[config.mk]
export PLATFORM = sky130hd
export DESIGN_NAME = mmio_arbiter
export DESIGN_NICKNAME = d
export VERILOG_FILES = /design/src/rtl/mmio_arbiter.sv
export SDC_FILE = /design/constraint.sdc
export NUM_CORES = 1
export LEC_CHECK = 0
export ABC_AREA = 1
export CORE_MARGIN = 5
export CORE_UTILIZATION = 41
export DETAILED_ROUTE_END_ITERATION = 6
export GPL_ROUTABILITY_DRIVEN = 1
export PLACE_DENSITY = 0.81
export SLEW_MARGIN = 20
export SYNTH_ARGS = -nofsm -noshare
export SYNTH_HDL_FRONTEND = slang
export SYNTH_SLANG_ARGS = --single-unit
[constraint.sdc]
create_clock -name clk -period 5.7 [get_ports clk]
set_input_delay 0.57 -clock clk [delete_from_list [all_inputs] [get_ports clk]]
set_output_delay 0.57 -clock clk [all_outputs]
set_load 0.03 [all_outputs]
[src/rtl/mmio_arbiter.sv]
// mmio_arbiter: two-master round-robin arbiter for the valid/ready MMIO bus.
// Master 0 is the CPU data port, master 1 a secondary (debug/DMA) master.
// Each access runs IDLE -> BUSY -> DONE; request fields are latched at grant.
// Optional build macro MMIO_ARB_TIMEOUT_EN adds a BUSY watchdog that aborts a
// stalled access after TIMEOUT_CYCLES cycles and returns 32'hFFFF_FFFF.
module mmio_arbiter #(
    parameter int unsigned TIMEOUT_CYCLES = 16
) (
    input  logic        clk,
    input  logic        reset,
    input  logic        m0_valid,
    input  logic [31:0] m0_addr,
    input  logic [31:0] m0_wdata,
    input  logic [3:0]  m0_wstrb,
    output logic        m0_ready,
    output logic [31:0] m0_rdata,
    input  logic        m1_valid,
    input  logic [31:0] m1_addr,
    input  logic [31:0] m1_wdata,
    input  logic [3:0]  m1_wstrb,
    output logic        m1_ready,
    output logic [31:0] m1_rdata,
    output logic        s_valid,
    output logic [31:0] s_addr,
    output logic [31:0] s_wdata,
    output logic [3:0]  s_wstrb,
    input  logic        s_ready,
    input  logic [31:0] s_rdata,
    output logic [1:0]  grant,
    output logic        timeout
);

    // Legal watchdog range is 1..255 (8-bit counter).
    if (TIMEOUT_CYCLES < 1 || TIMEOUT_CYCLES > 255) begin : g_bad_timeout
        $error("mmio_arbiter: TIMEOUT_CYCLES must be 1..255");
    end

    typedef enum logic [1:0] {
        IDLE = 2'd0,
        BUSY = 2'd1,
        DONE = 2'd2
    } state_e;

    state_e      state_q, state_d;
    logic        owner_q, owner_d;   // 0 = master 0, 1 = master 1
    logic        last_q, last_d;     // most recent winner, loses the next tie
    logic [31:0] s_addr_q, s_addr_d;
    logic [31:0] s_wdata_q, s_wdata_d;
    logic [3:0]  s_wstrb_q, s_wstrb_d;
    logic [31:0] m0_rdata_q, m0_rdata_d;
    logic [31:0] m1_rdata_q, m1_rdata_d;
    logic        timeout_q, timeout_d;
    logic        win;

`ifdef MMIO_ARB_TIMEOUT_EN
    localparam logic [7:0] TO_LAST = 8'(TIMEOUT_CYCLES - 1);
    logic [7:0]  cnt_q, cnt_d;

    // Watchdog counter register.
    always_ff @(posedge clk or posedge reset) begin
        if (reset) cnt_q <= 8'd0;
        else       cnt_q <= cnt_d;
    end
`endif

    // State and datapath registers; reset kills any in-flight access at once.
    always_ff @(posedge clk or posedge reset) begin
        if (reset) begin
            state_q    <= IDLE;
            owner_q    <= 1'b0;
            last_q     <= 1'b1;
            s_addr_q   <= 32'd0;
            s_wdata_q  <= 32'd0;
            s_wstrb_q  <= 4'd0;
            m0_rdata_q <= 32'd0;
            m1_rdata_q <= 32'd0;
            timeout_q  <= 1'b0;
        end else begin
            state_q    <= state_d;
            owner_q    <= owner_d;
            last_q     <= last_d;
            s_addr_q   <= s_addr_d;
            s_wdata_q  <= s_wdata_d;
            s_wstrb_q  <= s_wstrb_d;
            m0_rdata_q <= m0_rdata_d;
            m1_rdata_q <= m1_rdata_d;
            timeout_q  <= timeout_d;
        end
    end

    // Arbitration, request latching, completion capture and abort.
    always_comb begin
        state_d    = state_q;
        owner_d    = owner_q;
        last_d     = last_q;
        s_addr_d   = s_addr_q;
        s_wdata_d  = s_wdata_q;
        s_wstrb_d  = s_wstrb_q;
        m0_rdata_d = m0_rdata_q;
        m1_rdata_d = m1_rdata_q;
        timeout_d  = 1'b0;
        win        = 1'b0;
`ifdef MMIO_ARB_TIMEOUT_EN
        cnt_d      = cnt_q;
`endif
        unique case (state_q)
            IDLE: begin
                if (m0_valid || m1_valid) begin
                    // Tie goes to whoever did not win last; a lone requester
                    // always wins and still updates the round-robin pointer.
                    win       = (m0_valid && m1_valid) ? ~last_q : m1_valid;
                    owner_d   = win;
                    last_d    = win;
                    s_addr_d  = win ? m1_addr  : m0_addr;
                    s_wdata_d = win ? m1_wdata : m0_wdata;
                    s_wstrb_d = win ? m1_wstrb : m0_wstrb;
                    state_d   = BUSY;
`ifdef MMIO_ARB_TIMEOUT_EN
                    cnt_d     = 8'd0;
`endif
                end
            end
            BUSY: begin
                // Owner's valid is deliberately ignored here; the latched copy
                // drives the access to completion.
                if (s_ready) begin
                    if (owner_q) m1_rdata_d = s_rdata;
                    else         m0_rdata_d = s_rdata;
                    state_d = DONE;
                end
`ifdef MMIO_ARB_TIMEOUT_EN
                else if (cnt_q == TO_LAST) begin
                    if (owner_q) m1_rdata_d = 32'hFFFF_FFFF;
                    else         m0_rdata_d = 32'hFFFF_FFFF;
                    timeout_d = 1'b1;
                    state_d   = DONE;
                end else begin
                    cnt_d = cnt_q + 8'd1;
                end
`endif
            end
            DONE: begin
                state_d = IDLE;
            end
            default: begin
                state_d = IDLE;
            end
        endcase
    end

    // Outputs decode only from registered state.
    always_comb begin
        s_valid  = (state_q == BUSY);
        grant    = 2'b00;
        if (state_q == BUSY || state_q == DONE)
            grant = owner_q ? 2'b10 : 2'b01;
        m0_ready = (state_q == DONE) && !owner_q;
        m1_ready = (state_q == DONE) &&  owner_q;
        m0_rdata = m0_rdata_q;
        m1_rdata = m1_rdata_q;
        s_addr   = s_addr_q;
        s_wdata  = s_wdata_q;
        s_wstrb  = s_wstrb_q;
        timeout  = timeout_q;
    end

endmodule

==> metrics <==
status=complete, no violations; Slew HR=45.0%; path type of the worst setup path=reg2out; post-synthesis net count=1037; Die Width=136 µm; synth warn=0; CTS Buffer Depth=2; syn avg cell area=7.56 µm²; vias in the first global route=6388; Final TNS setup=0 ns; Final Hold Fails=0; clock power share=18.6%; GRT overflow=0; part of the power in combinational logic=52.4%; synthesized area=6500 µm²; placement row count=46; LEAKAGE=0.00533 µW; proportion of layout cells with a drive suffix above 1=4.23%; Reg power frac=29.0%; RD Place Congestion=0.849; Setup WS pre-CTS=3.04 ns; Global Route met2 Usage=37.5%; worst slew pin tran=0.825 ns; Psw=2590 µW; Setup crit end kind=output pin; Num CTS Buffers=17; First DRT Iteration DRCs=356; Sequential cell area=3400 µm²; Int Power=3230 µW; clock root buffer=clkbuf_16; DP Wirelength=14400 µm; Synth Instances=860; met3 usage=7.36%; Worst EP arrival=2.00 ns; Hold Buf Count CTS=0; fin worst setup slack=3.13 ns; nets=1322; Post-DRT Antenna Nets=0; CTS tree=built; initial antenna violation count=0; met1 GRT Util=26.6%; Antenna Cells=0; Multi-input gate area=2200 µm²; final worst path period share=45.1%; routed via count=6396; layer with the highest usage=met2; maxcap violations=0; CTS Sinks=136; switching share of power=44.5%; Post-Route WL=20600 µm; filler cell count=1350; RSZ-0062 raised after global routing=no; fmax=0.389 GHz; first-pass GRT wire length=32800 µm; router iterations before antenna repair=5; initial core utilization=41.4%; Unique masters post-synth=18; die height=136 µm; peak supply drop=0.000301 V; worst hold path class=reg2reg; Data required, critical path=5.13 ns; drt via density=4.66; startpoint types=flip-flop; clk_lat worst skew=0.42 ns; synthesized flop and latch total=136; largest net degree at the start of global routing=93; per-cell routed wire length=15.0 µm; Core ar.=15700 µm²; Final min period=2.57 ns; die area=18500 µm²; worst-path maximum fanout=4; Setup Viol. Count Final=0; register area share after synthesis=52.4%; number of remaining DRC errors=0; Setup Fix Bufs, Post-CTS=0; Layout Skew=0.00750 ns; H-tree depth=4; commonest non-fill, non-tap cell in the layout=clkdlybuf4s50_1; most frequent cells in the layout=308 x clkdlybuf4s50_1, 280 x nand2_1, 176 x inv_1; GRT Total Usage=22.6%; # port buffers=309; Reg clk slew, reported paths=0.06 ns; Layout area overhead=58.0%; I/O Pins=311; Max Slew Vio Count=0; CTS resizes=0; pwr dens=566 nW/µm²
[critical path, stage by stage, from the launching register on]
cell and delay, ns:
dfrtp_1 0.40, inv_1 0.08, ha_1 0.30, inv_1 0.04, nor2_1 0.07, clkdlybuf4s50_1 0.70
[cell type report]
class / instances / share of cell area, %
well taps: 216 / 2.63
flip-flops and latches: 136 / 33.2
clock inverters: 15 / 1.55
inverters: 179 / 6.59
clock buffers: 17 / 4.14
multi-input cells: 496 / 21.4
repair buffers: 315 / 30.5
[metal layers]
layer / part of all wire [%] / wire [µm] / up-vias
met5: 0 / 0 / -
met4: 4.5 / 919 / 0
met3: 9.1 / 1870 / 65
met2: 48 / 9850 / 263
met1: 39 / 7970 / 2917
li1: - / - / 3151
[metrics by stage]
stage	power [µW]	hold slack (ns)	utilization, %	area [µm²]	cells
floorplan	3420	0.442	-	6500	860
global placement	4700	0.460	61.5	9670	1342
detailed placement	4750	0.464	61.5	9670	1342
CTS	5860	0.474	65.2	10300	1374
global route	6180	0.490	65.3	10300	1374
finish	5810	0.474	65.3	10300	1374
[cell usage after synthesis]
library cell / number / share of area (%)
nand2_1: 281 / 16
inv_1: 177 / 10
nand3_1: 138 / 11
dfrtp_1: 135 / 52
o21ai_0: 65 / 5.0
buf_2: 21 / 1.6
clkbuf_1: 16 / 0.92
buf_4: 6 / 0.69
buf_1: 5 / 0.29
ha_1: 4 / 0.77
inv_2: 2 / 0.12
nand3_2: 2 / 0.31
nor2_1: 2 / 0.12
nor2_4: 2 / 0.35
buf_6: 1 / 0.17
conb_1: 1 / 0.058
dfstp_2: 1 / 0.40
nand2_2: 1 / 0.096
[registers in the layout, summed over array words and instances (netlist names)]
signal / flops
m0_rdata: 32
owner_q: 1
m1_rdata: 32
s_wdata: 32
s_addr: 32
last_q: 1
s_wstrb: 4
state_q: 2
[cell families after synthesis]
kind of cell	after synthesis	share of synthesized area, %
other	1	0.0577
buffers and inverters	228	14.0
AND/OR/NAND/NOR	426	27.7
AO/OA/AOI/OAI	65	5.01
flip-flops	136	52.4
adder cells (fa/ha/maj)	4	0.770
[power by group through the flow]
stage                     sequential [µW]  combinational (µW)  clock, µW
after CTS                            1690                3070       1110
final                                1690                3040       1080
after floorplan                      2570                 857          0
after global placement               1680                3020          0
after detailed placement             1690                3060          0
after global routing                 1750                3280       1150
[worst paths after layout]
check,start,end,slack [ns],cells past startpoint
setup / recovery,state_q[0],grant[0],3.13,5
hold / removal,last_q,last_q,0.47,2
setup reg to reg,state_q[1],s_addr[12],3.73,7
hold reg to reg,last_q,last_q,0.47,2
max in group asynchronous,reset,m1_rdata[31],3.87,3
min in group asynchronous,reset,m0_rdata[2],0.70,2
Power figures use the tool's default switching activity.
